<file path="src/rtl/ahb_arb_pkg.sv">
// ---------------------------------------------------------------------------
// ahb_arb_pkg
//
// Purpose : Shared encodings and helpers for the AHB-Lite bus arbiter.
//           Holds the HTRANS and HBURST encodings and the arbiter state
//           enum. It also provides the burst-length lookup that gives the
//           number of beats still to come after a NONSEQ.
//
// Configuration macro: AHB_ARBITER_LOCK_EN
//           When defined, the state enum gains the LOCKED encoding used by
//           the locked-transfer support in ahb_arbiter.
//
// Ports   : none (package)
// ---------------------------------------------------------------------------
package ahb_arb_pkg;

    // HTRANS transfer types
    localparam logic [1:0] HTRANS_IDLE   = 2'd0;
    localparam logic [1:0] HTRANS_BUSY   = 2'd1;
    localparam logic [1:0] HTRANS_NONSEQ = 2'd2;
    localparam logic [1:0] HTRANS_SEQ    = 2'd3;

    // HBURST burst types
    localparam logic [2:0] HBURST_SINGLE = 3'd0;
    localparam logic [2:0] HBURST_INCR   = 3'd1;
    localparam logic [2:0] HBURST_WRAP4  = 3'd2;
    localparam logic [2:0] HBURST_INCR4  = 3'd3;
    localparam logic [2:0] HBURST_WRAP8  = 3'd4;
    localparam logic [2:0] HBURST_INCR8  = 3'd5;
    localparam logic [2:0] HBURST_WRAP16 = 3'd6;
    localparam logic [2:0] HBURST_INCR16 = 3'd7;

    // Width of the remaining-beat counter; 15 is the longest tail (INCR16).
    localparam int BEAT_CNT_W = 4;

    // Arbiter state. BURST takes priority over LOCKED when both apply,
    // so BURST always means "beat counter is non-zero".
`ifdef AHB_ARBITER_LOCK_EN
    typedef enum logic [1:0] {
        ARB_PARK   = 2'd0,
        ARB_OWNED  = 2'd1,
        ARB_BURST  = 2'd2,
        ARB_LOCKED = 2'd3
    } arb_state_e;
`else
    typedef enum logic [1:0] {
        ARB_PARK   = 2'd0,
        ARB_OWNED  = 2'd1,
        ARB_BURST  = 2'd2
    } arb_state_e;
`endif

    // Number of SEQ beats that follow the NONSEQ of a fixed-length burst.
    // SINGLE and undefined-length INCR have no counted tail.
    function automatic logic [BEAT_CNT_W-1:0] burst_beats_left(input logic [2:0] hburst);
        logic [BEAT_CNT_W-1:0] beats;
        beats = '0;
        case (hburst)
            HBURST_WRAP4,  HBURST_INCR4:  beats = 4'd3;
            HBURST_WRAP8,  HBURST_INCR8:  beats = 4'd7;
            HBURST_WRAP16, HBURST_INCR16: beats = 4'd15;
            default:                      beats = 4'd0;
        endcase
        return beats;
    endfunction

endpackage

</file>
<file path="src/rtl/ahb_arb_rr_picker.sv">
// ---------------------------------------------------------------------------
// ahb_arb_rr_picker
//
// Purpose : Combinational round-robin selector. It searches the request
//           vector starting one above the last owner, wraps modulo
//           NO_OF_MANAGERS, and returns the first requester found. The last
//           owner is the final candidate, so a lone requesting owner keeps
//           the bus.
//
// Ports   :
//   req        in   NO_OF_MANAGERS     request vector
//   last_owner in   BITS_FOR_MANAGERS  current owner index (always < N)
//   winner     out  BITS_FOR_MANAGERS  selected index (0 when !valid)
//   valid      out  1                  at least one request is set
// ---------------------------------------------------------------------------
module ahb_arb_rr_picker #(
    parameter int NO_OF_MANAGERS    = 4,
    parameter int BITS_FOR_MANAGERS = $clog2(NO_OF_MANAGERS)
) (
    input  logic [NO_OF_MANAGERS-1:0]    req,
    input  logic [BITS_FOR_MANAGERS-1:0] last_owner,
    output logic [BITS_FOR_MANAGERS-1:0] winner,
    output logic                         valid
);

    // One extra bit so owner + offset (at most 2N-1) cannot overflow before
    // the modulo-N fold.
    localparam int CW = BITS_FOR_MANAGERS + 1;

    // Walk the offsets from farthest to nearest. The nearest requester is
    // assigned last, so it wins. Folding by subtracting N (not by bit
    // truncation) keeps the candidate inside the populated index range
    // when N is not a power of two.
    always_comb begin
        logic [CW-1:0] cand;
        winner = '0;
        valid  = 1'b0;
        cand   = '0;
        for (int i = NO_OF_MANAGERS; i >= 1; i--) begin
            cand = {1'b0, last_owner} + CW'(i);
            if (cand >= CW'(NO_OF_MANAGERS)) begin
                cand = cand - CW'(NO_OF_MANAGERS);
            end
            if (req[cand[BITS_FOR_MANAGERS-1:0]]) begin
                winner = cand[BITS_FOR_MANAGERS-1:0];
                valid  = 1'b1;
            end
        end
    end

endmodule

</file>
<file path="src/rtl/ahb_arbiter.sv">
// ---------------------------------------------------------------------------
// ahb_arbiter
//
// Purpose : AHB-Lite multi-manager arbiter. It grants one manager at a time
//           and keeps fixed-length bursts intact with a remaining-beat
//           counter. It parks on DEFAULT_MANAGER when nobody requests. It
//           produces the address-phase owner (HMASTER) and the data-phase
//           owner (HMASTER_D) for the bus muxes.
//
// Configuration macro: AHB_ARBITER_LOCK_EN
//           Defined  : honours HLOCKx. The grant is held while the owner is
//                      locked, plus one arbitration point after the lock
//                      drops. HMASTLOCK is registered with HMASTER.
//           Undefined: HLOCKx is ignored and HMASTLOCK is tied low.
//
// Ports   :
//   HCLK       in   1                  bus clock, rising edge
//   HRESET     in   1                  asynchronous active-high reset
//   HBUSREQ    in   NO_OF_MANAGERS     per-manager bus request
//   HLOCKx     in   NO_OF_MANAGERS     per-manager lock request
//   HTRANS     in   2                  transfer type of address-phase owner
//   HBURST     in   3                  burst type of address-phase owner
//   HREADY     in   1                  bus ready
//   HGRANT     out  NO_OF_MANAGERS     registered one-hot grant
//   HMASTER    out  BITS_FOR_MANAGERS  address-phase owner index
//   HMASTER_D  out  BITS_FOR_MANAGERS  data-phase owner index
//   HMASTLOCK  out  1                  current address phase is locked
// ---------------------------------------------------------------------------
module ahb_arbiter
    import ahb_arb_pkg::*;
#(
    parameter int NO_OF_MANAGERS    = 4,
    parameter int BITS_FOR_MANAGERS = $clog2(NO_OF_MANAGERS),
    parameter int DEFAULT_MANAGER   = 0
) (
    input  logic                         HCLK,
    input  logic                         HRESET,
    input  logic [NO_OF_MANAGERS-1:0]    HBUSREQ,
    input  logic [NO_OF_MANAGERS-1:0]    HLOCKx,
    input  logic [1:0]                   HTRANS,
    input  logic [2:0]                   HBURST,
    input  logic                         HREADY,
    output logic [NO_OF_MANAGERS-1:0]    HGRANT,
    output logic [BITS_FOR_MANAGERS-1:0] HMASTER,
    output logic [BITS_FOR_MANAGERS-1:0] HMASTER_D,
    output logic                         HMASTLOCK
);

    localparam logic [BITS_FOR_MANAGERS-1:0] DEFAULT_IDX = BITS_FOR_MANAGERS'(DEFAULT_MANAGER);
    localparam logic [NO_OF_MANAGERS-1:0]    DEFAULT_OH  = NO_OF_MANAGERS'(1) << DEFAULT_MANAGER;

    // Registered state
    logic [BITS_FOR_MANAGERS-1:0] grant_idx_q,  grant_idx_d;
    logic [NO_OF_MANAGERS-1:0]    grant_q,      grant_d;
    logic [BITS_FOR_MANAGERS-1:0] addr_owner_q, addr_owner_d;
    logic [BITS_FOR_MANAGERS-1:0] data_owner_q, data_owner_d;
    logic [BEAT_CNT_W-1:0]        beat_cnt_q,   beat_cnt_d;
    arb_state_e                   state_q,      state_d;

    // Combinational helpers
    logic [BEAT_CNT_W-1:0]        burst_load;
    logic                         owner_req;
    logic                         arb_point;
    logic                         lock_hold;
    logic [BITS_FOR_MANAGERS-1:0] pick_idx;
    logic                         pick_valid;

`ifdef AHB_ARBITER_LOCK_EN
    logic mastlock_q, mastlock_d;
`else
    logic unused_lock_bits;
    assign unused_lock_bits = ^HLOCKx;
`endif

    ahb_arb_rr_picker #(
        .NO_OF_MANAGERS    (NO_OF_MANAGERS),
        .BITS_FOR_MANAGERS (BITS_FOR_MANAGERS)
    ) u_picker (
        .req        (HBUSREQ),
        .last_owner (grant_idx_q),
        .winner     (pick_idx),
        .valid      (pick_valid)
    );

    // Beat counting and the arbitration-point decision.
    // "Owner" is the currently granted manager. Its request line decides
    // when an undefined-length INCR burst may be handed over.
    always_comb begin
        burst_load = burst_beats_left(HBURST);
        owner_req  = HBUSREQ[grant_idx_q];

        beat_cnt_d = beat_cnt_q;
        if (HREADY) begin
            if (HTRANS == HTRANS_NONSEQ) begin
                beat_cnt_d = burst_load;
            end else if (HTRANS == HTRANS_SEQ && state_q == ARB_BURST) begin
                // Only counted bursts decrement; INCR SEQs leave 0 alone.
                beat_cnt_d = beat_cnt_q - 4'd1;
            end
        end

        arb_point = HREADY && (
                        (HTRANS == HTRANS_IDLE) ||
                        (HTRANS == HTRANS_NONSEQ && burst_load == '0 && HBURST != HBURST_INCR) ||
                        (HTRANS == HTRANS_SEQ && beat_cnt_q == 4'd1) ||
                        (HBURST == HBURST_INCR && !owner_req &&
                         HTRANS != HTRANS_SEQ && HTRANS != HTRANS_BUSY));
    end

    // Lock handling: the owner's live lock holds the grant. The registered
    // lock of the phase in flight also holds it, which adds the one extra
    // hold so the last locked data phase finishes before handover.
`ifdef AHB_ARBITER_LOCK_EN
    always_comb begin
        lock_hold  = HLOCKx[grant_idx_q] | mastlock_q;
        mastlock_d = HREADY ? HLOCKx[grant_idx_q] : mastlock_q;
    end
`else
    assign lock_hold = 1'b0;
`endif

    // Grant selection and owner pipeline. HMASTER follows the grant on the
    // next ready edge, and HMASTER_D follows HMASTER one accepted transfer
    // later. With no request at an arbitration point, the grant parks on
    // DEFAULT_MANAGER.
    always_comb begin
        grant_idx_d = grant_idx_q;
        if (arb_point && !lock_hold) begin
            grant_idx_d = pick_valid ? pick_idx : DEFAULT_IDX;
        end

        grant_d              = '0;
        grant_d[grant_idx_d] = 1'b1;

        addr_owner_d = HREADY ? grant_idx_q  : addr_owner_q;
        data_owner_d = HREADY ? addr_owner_q : data_owner_q;
    end

    // State classification. Later assignments take priority: BURST beats
    // LOCKED, and LOCKED beats PARK/OWNED.
    always_comb begin
        state_d = ARB_OWNED;
        if (!(|HBUSREQ) && grant_idx_d == DEFAULT_IDX) begin
            state_d = ARB_PARK;
        end
`ifdef AHB_ARBITER_LOCK_EN
        if (mastlock_d) begin
            state_d = ARB_LOCKED;
        end
`endif
        if (beat_cnt_d != '0) begin
            state_d = ARB_BURST;
        end
    end

    // All arbiter state, cleared asynchronously to the parked condition.
    always_ff @(posedge HCLK or posedge HRESET) begin
        if (HRESET) begin
            grant_idx_q  <= DEFAULT_IDX;
            grant_q      <= DEFAULT_OH;
            addr_owner_q <= DEFAULT_IDX;
            data_owner_q <= DEFAULT_IDX;
            beat_cnt_q   <= '0;
            state_q      <= ARB_PARK;
`ifdef AHB_ARBITER_LOCK_EN
            mastlock_q   <= 1'b0;
`endif
        end else begin
            grant_idx_q  <= grant_idx_d;
            grant_q      <= grant_d;
            addr_owner_q <= addr_owner_d;
            data_owner_q <= data_owner_d;
            beat_cnt_q   <= beat_cnt_d;
            state_q      <= state_d;
`ifdef AHB_ARBITER_LOCK_EN
            mastlock_q   <= mastlock_d;
`endif
        end
    end

    assign HGRANT    = grant_q;
    assign HMASTER   = addr_owner_q;
    assign HMASTER_D = data_owner_q;
`ifdef AHB_ARBITER_LOCK_EN
    assign HMASTLOCK = mastlock_q;
`else
    assign HMASTLOCK = 1'b0;
`endif

endmodule

</file>
<file path="config.mk">
export PLATFORM = sky130hd
export DESIGN_NAME = ahb_arbiter
export DESIGN_NICKNAME = d
export VERILOG_FILES = /design/src/rtl/ahb_arb_pkg.sv /design/src/rtl/ahb_arb_rr_picker.sv /design/src/rtl/ahb_arbiter.sv
export SDC_FILE = /design/constraint.sdc
export NUM_CORES = 1
export LEC_CHECK = 0
export ABC_AREA = 0
export ABC_CLOCK_PERIOD_IN_PS = 3300
export BUFFER_PORTS_ARGS = -buffer_cell sky130_fd_sc_hd__buf_2
export CORE_MARGIN = 4
export CORE_UTILIZATION = 37
export DETAILED_ROUTE_END_ITERATION = 8
export GPL_ROUTABILITY_DRIVEN = 0
export HOLD_SLACK_MARGIN = 0.12
export PLACE_DENSITY = 0.67
export SYNTH_ARGS = -nofsm -noshare
export SYNTH_HDL_FRONTEND = slang
export SYNTH_SLANG_ARGS = --single-unit
</file>
<file path="constraint.sdc">
create_clock -name HCLK -period 3.3 [get_ports HCLK]
set_input_delay 0.33 -clock HCLK [delete_from_list [all_inputs] [get_ports HCLK]]
set_output_delay 0.33 -clock HCLK [all_outputs]
set_load 0.005 [all_outputs]
</file>
==> summary.md, run 1 <==
| Metric | Value |
|---|---|
| CP Launch Type | `flop` |
| Unique cell type count in the Yosys netlist | `43` |
| Syn_nets | `120` |
| Worst path required time | `3470 ps` |
| Die width | `59.9 um` |
| Synth Instances | `102` |
| Synth-to-layout area growth | `14.7%` |
| Relative slew slack | `between 50% and 60%` |
| Post-route cell area | `1140 um^2` |
| Fin. Hold Viols | `0` |
| Ports | `25` |
| Crit-path max FO | `14` |
| Die area | `3590 um^2` |
| Fmax achieved | `just over 500 MHz` |
| Antenna violations before repair | `0` |
| Placed Cells | `~150` |
| Final nets | `140` |
| H-tree levels | `1` |
| Mean area per synthesized cell | `between 9 and 10 um^2` |
| N_diodes | `0` |
| Status | `complete, no violations` |
| #FFs+latches synth | `16` |
| Worst Hold Class | `primary input to flop` |
| Crit path time final | `1940 ps` |
| Setup violators final | `0` |
| FP Rows | `18` |
| FILL cells | `254` |
| Max Cap Viol | `0` |
| Maximum vdd drop | `a little under 0.0005 V` |
| Yosys Warn Count | `0` |
| Post-Route WL | `2000 um` |
| Worst setup path class | `flop to flop` |
| DR vias | `826` |
| Port bufs | `19` |
| CP arrival | `2100 ps` |
| RSZ-0062 raised after global routing | `no` |
| Finished Layout Cells | `151` |
| Clock buffer depth | `2` |
| Mapped cell area | `998 um^2` |
| Clock Latency Late Sink | `around 280 ps` |
| Register area | `402 um^2` |
| CTS Root Cell | `clkbuf_4` |
| DRT Pass-1 Iters | `4` |
| Overflow after GRT | `0` |
| CTS Hold Bufs | `1` |
| Drt initial violations | `31` |
| Static Leakage | `0.509 nW` |
| Sequential fraction of the synthesis area | `40.2%` |
| Hold_ws | `between 400 and 500 ps` |
| DRC viols | `0` |
| Core area | `2520 um^2` |
| Global-route wire length before repair | `around 3200 um` |
| Ratio of final minimum period to clock period | `between 50% and 60%` |
| Total negative slack | `0 ps` |
| Post-CTS sizing | `0` |
| Total power | `around 0.75 mW` |
| All-Layer GR Usage | `11.5%` |
| Starting Density | `roughly 40%` |
| Final slew viol count | `0` |
| Antenna viol nets, final | `0` |
| CTS tree | `built` |
| PwrDens | `between 600 and 700 nW/um^2` |
| CP endpoint kind | `flop` |
| Clk pin slew, worst setup/hold paths | `90 ps` |
| Cts bufs inserted | `3` |
| # Post-CTS Setup Buffers | `0` |
| CTS sink count | `16` |
| Vias/cell | `5.47` |
| Area of the multi-input gates | `542 um^2` |
| Vias in the first global route | `763` |
| Largest net degree at the start of global routing | `17` |
| Layout cells sized above 1 | `33.1%` |
| Detail Placement HPWL | `1540 um` |
| Worst-Margin Slew | `~600 ps` |
| DP Area | `1100 um^2` |
| Worst clock skew | `between 4 and 5 ps` |
| Height of the die | `about 60 um` |
| Avg WL per Cell | `13.3 um` |
routing by layer:
layer | track usage, % | up-vias | share of wire (%)
met5 | 0 | - | 0
met4 | 1.90 | 0 | 0.25
met3 | 1.94 | 2 | 3.7
met2 | 20.5 | 17 | 52
met1 | 14.8 | 393 | 44
li1 | - | 414 | -
stage by stage:
step	util [%]	setup slack, ps
after floorplan	-	1560
after global placement	43.6	1390
after detailed placement	43.6	1390
after CTS	45.4	1370
after global routing	45.4	1230
final	45.4	1360
cells by family after synthesis:
group	Yosys count	share of synthesized area [%]
AO/OA/AOI/OAI	28	20.4
other	1	0.376
buffers and inverters	11	5.51
AND/OR/NAND/NOR	34	19.9
multiplexers	10	11.0
adder cells (fa/ha/maj)	2	2.51
flip-flops	16	40.2
final cells by class:
type	instances	area share, %
well taps	30	3.28
multi-input cells	75	47.3
repair buffers	20	9.18
clock buffers	4	3.17
flip-flops and latches	16	35.1
inverters	6	1.97
worst paths after layout:
check,from,endpoint,slack (ps),cells past startpoint
setup reg to reg,grant_idx_q[1],grant_idx_q[1],1360,4
max in group asynchronous,HRESET,grant_idx_q[1],2250,3
hold / removal,HTRANS[1],beat_cnt_q[1],440,3
hold reg to reg,HMASTER_D[0],HMASTER_D[0],510,1
setup / recovery,grant_idx_q[1],grant_idx_q[1],1360,4
min in group asynchronous,HRESET,beat_cnt_q[3],660,3
where the power goes:
| part | switching, mW | internal (mW) |
|---|---|---|
| Combinational | 0.139 | 0.147 |
| Clock | 0.0573 | 0.0670 |
| Sequential | 0.0642 | 0.272 |
flip-flops by register name (all words and copies together) (netlist names):
register	cells
HGRANT	4
HMASTER	2
HMASTER_D	2
beat_cnt_q	4
grant_idx_q	2
state_q	2
cells in the final DEF (no fill, tap or decap), types with 2 or more instances in the layout:
cell      netlist  final
a21oi_1         8      8
a31oi_1         3      3
buf_2           2     19
clkbuf_4        0      3
dfrtp_1        15     15
ha_1            2      2
inv_1           6      6
mux2_2          8      8
mux2i_1         2      2
nand2_1         5      5
nand2b_1        5      5
nand3_1         5      5
nand3b_1        3      3
nor2_1          4      4
o211ai_1        2      2
o21a_1          2      2
o21ai_0         2      2
o22a_1          2      2
critical path, stage by stage, from the launching register on:
cell and delay, ps:
dfrtp_1 580, mux2_2 400, nand3_1 90, a32o_1 380
mux2_2 380
cells in the mapped netlist:
master	instances	area, um^2
nand3b_1	3	22.5
o21ai_0	2	10.0
buf_4	1	7.51
o22a_2	1	10.0
mux2_2	8	90.1
nor4_1	1	6.26
or3_1	1	6.26
nand2b_1	5	31.3
o21bai_1	1	7.51
mux2i_1	2	20.0
o32ai_1	1	8.76
clkbuf_1	1	3.75
nor3_1	1	5.00
and2_1	1	6.26
a31oi_1	3	18.8
o211a_1	1	10.0
or2b_2	1	8.76
buf_2	2	10.0
nand2_2	1	6.26
nand3_1	5	25.0
or4_4	1	11.3
and3_1	1	6.26
o22a_1	2	17.5
o311ai_2	1	16.3
a2bb2oi_1	1	8.76
o211ai_1	2	15.0
or2_2	1	6.26
nor2_2	1	6.26
nor2b_1	1	6.26
dfstp_2	1	26.3
a22oi_1	1	7.51
buf_6	1	11.3
a32o_1	1	10.0
o21a_1	2	15.0
dfrtp_1	15	375
nor2_1	4	15.0
inv_1	6	22.5
ha_1	2	25.0
a21oi_1	8	40.0
and4b_2	1	11.3
nand2_1	5	18.8
conb_1	1	3.75
o221ai_1	1	8.76
(Power assumes the default switching activity.)
==> run 2: changes to the inputs <==
--- a/config.mk
+++ b/config.mk
@@ -6,7 +6,7 @@
 export NUM_CORES = 1
 export LEC_CHECK = 0
 export ABC_AREA = 0
-export ABC_CLOCK_PERIOD_IN_PS = 3300
+export ABC_CLOCK_PERIOD_IN_PS = 1800
 export BUFFER_PORTS_ARGS = -buffer_cell sky130_fd_sc_hd__buf_2
 export CORE_MARGIN = 4
 export CORE_UTILIZATION = 37
==> constraint.sdc (replaced) <==
create_clock -name HCLK -period 1.8 [get_ports HCLK]
set_input_delay 0.18 -clock HCLK [delete_from_list [all_inputs] [get_ports HCLK]]
set_output_delay 0.18 -clock HCLK [all_outputs]
set_load 0.005 [all_outputs]
==> run 2 against run 1 <==
Count of clock-buffer cells in the layout unchanged. Global-route usage increased by 1.2 points. Sequential share of layout area decreased by 2.7 points. Die area unchanged. Power increased by 98%. Largest cell class unchanged. Largest power group is now combinational cells.
==> summary.md, run 2 (same netlist as run 1, synthesis figures left out) <==
| Metric | Value |
|---|---|
| DRT Pass-1 Iters | `4 (unchanged)` |
| CTS tree | `built` |
| FILL cells | `255 (+0.39%)` |
| Fin. Hold Viols | `0 (unchanged)` |
| DP Worst Slack | `-35.3 ps (-1420 ps)` |
| Vias in the first global route | `842 (+10%)` |
| N_diodes | `0 (unchanged)` |
| Crit-path max FO | `5 (-9)` |
| CTS Root Cell | `clkbuf_4` |
| Starting Density | `39.6% (unchanged)` |
| Ratio of final minimum period to clock period | `98.8% (+40 points)` |
| PwrDens | `1190 nW/um^2 (+83%)` |
| CP Launch Type | `flop` |
| Avg WL per Cell | `13.2 um (-0.48%)` |
| All-Layer GR Usage | `12.7% (+1.2 points)` |
| Clock Latency Late Sink | `280 ps (about the same)` |
| Cts bufs inserted | `3 (unchanged)` |
| Post-Route WL | `2110 um (+5.4%)` |
| Finished Layout Cells | `160 (+6.0%)` |
| FP Rows | `18 (unchanged)` |
| Core area | `2520 um^2 (unchanged)` |
| Clk pin slew, worst setup/hold paths | `90 ps (about the same)` |
| Drt initial violations | `34 (+9.7%)` |
| Worst clock skew | `4.51 ps (+0.103 ps)` |
| Worst setup path class | `flop to flop` |
| Placed Cells | `150 (+2.7%)` |
| Final worst slack | `21.7 ps (-1340 ps)` |
| Die area | `3590 um^2 (unchanged)` |
| RSZ-0062 raised after global routing | `yes` |
| Overflow after GRT | `0 (unchanged)` |
| Clock buffer depth | `2 (unchanged)` |
| CP arrival | `2000 ps (-100 ps)` |
| Largest net degree at the start of global routing | `17 (unchanged)` |
| CP endpoint kind | `flop` |
| Setup violators final | `0 (unchanged)` |
| Die width | `59.9 um (unchanged)` |
| Fmax achieved | `562 MHz (+8.8%)` |
| Antenna viol nets, final | `0 (unchanged)` |
| Antenna violations before repair | `0 (unchanged)` |
| Status | `complete, no violations` |
| H-tree levels | `1 (unchanged)` |
| Vias/cell | `5.35 (-2.2%)` |
| Maximum vdd drop | `0.000847 V (+76%)` |
| Final slew viol count | `0 (unchanged)` |
| Static Leakage | `0.557 nW (+9.4%)` |
| Worst Hold Class | `primary input to flop` |
| Relative slew slack | `61.8% (+2.1 points)` |
| Synth-to-layout area growth | `24.1%` |
| Height of the die | `59.9 um (unchanged)` |
| Most common cell after layout, fill and taps aside | `buf_2` |
| CTS sink count | `16 (unchanged)` |
| DR vias | `856 (+3.6%)` |
| Commonest non-fill, non-tap cells in the layout | `19 x buf_2, 15 x dfrtp_1, 9 x buf_4` |
| Worst path required time | `2020 ps (-1450 ps)` |
| Worst-Margin Slew | `572 ps (-32.1 ps)` |
| Port bufs | `19 (unchanged)` |
| Crit path time final | `1780 ps (-157 ps)` |
| Ports | `25 (unchanged)` |
| Global-route wire length before repair | `3530 um (+9.4%)` |
| Max Cap Viol | `0 (unchanged)` |
| Final nets | `149 (+6.4%)` |
| Layout cells sized above 1 | `42.3% (+9.2 points)` |
| DRC viols | `0 (unchanged)` |
| Detail Placement HPWL | `1580 um (+2.6%)` |
run 2: final timing paths:
kind                                     from             to  slack (ps)  cells after the start
worst max-delay path            beat_cnt_q[0]     state_q[0]          20                      6
worst min-delay path                HTRANS[1]  beat_cnt_q[1]         300                      3
worst max register to register  beat_cnt_q[0]     state_q[0]          20                      6
worst min register to register   HMASTER_D[1]   HMASTER_D[1]         510                      1
max in group asynchronous              HRESET      HGRANT[0]         930                      3
min in group asynchronous              HRESET  beat_cnt_q[0]         490                      3
run 2: per-layer routing:
layer | part of all wire, % | global-route usage (%)
met5 | 0 | 0
met4 | 0.28 | 2.85
met3 | 5.2 | 3.24
met2 | 52 | 22.8
met1 | 42 | 15.1
run 2: cell type report:
class | count | area, um^2 | share of cell area (%)
inverters | 6 | 22.5 | 1.82
well taps | 30 | 37.5 | 3.03
clock buffers | 4 | 36.3 | 2.93
multi-input cells | 75 | 568 | 45.9
flip-flops and latches | 16 | 402 | 32.4
repair buffers | 29 | 173 | 13.9
run 2: stage by stage:
step / area (um^2) / util, % / TNS (ps) / hold WS (ps) / power (mW)
2_1_floorplan: 998 / - / 0 / 93.0 / 0.964
6_report: 1240 / 49.1 / 0 / 304 / 1.48
4_1_cts: 1200 / 47.5 / 0 / 287 / 1.45
5_1_grt: 1240 / 49.1 / -111 / 324 / 1.60
3_5_place_dp: 1130 / 44.7 / -36.0 / 272 / 1.20
3_3_place_gp: 1130 / 44.7 / -22.6 / 262 / 1.18
run 2: timing repair:
item                       CTS  global route
gates cloned                 0             0
hold endpoints to repair    15             0
setup buffers                3             2
pin swaps                    1             4
gates resized for setup      0             6
setup endpoints to repair    2             8
hold buffers                 1             0
run 2: power breakdown:
group	total, mW	switching [mW]	internal [mW]
clock	0.230	0.106	0.123
sequential	0.595	0.0951	0.500
combinational	0.652	0.304	0.348
total	1.48	0.505	0.971
run 2: critical path, cell delays in order (launching register included):
cell and delay, ps:
dfrtp_1 430, inv_2 70, ha_4 260, nand3_2 70
o211a_1 260, or4_4 530, nor2_2 110
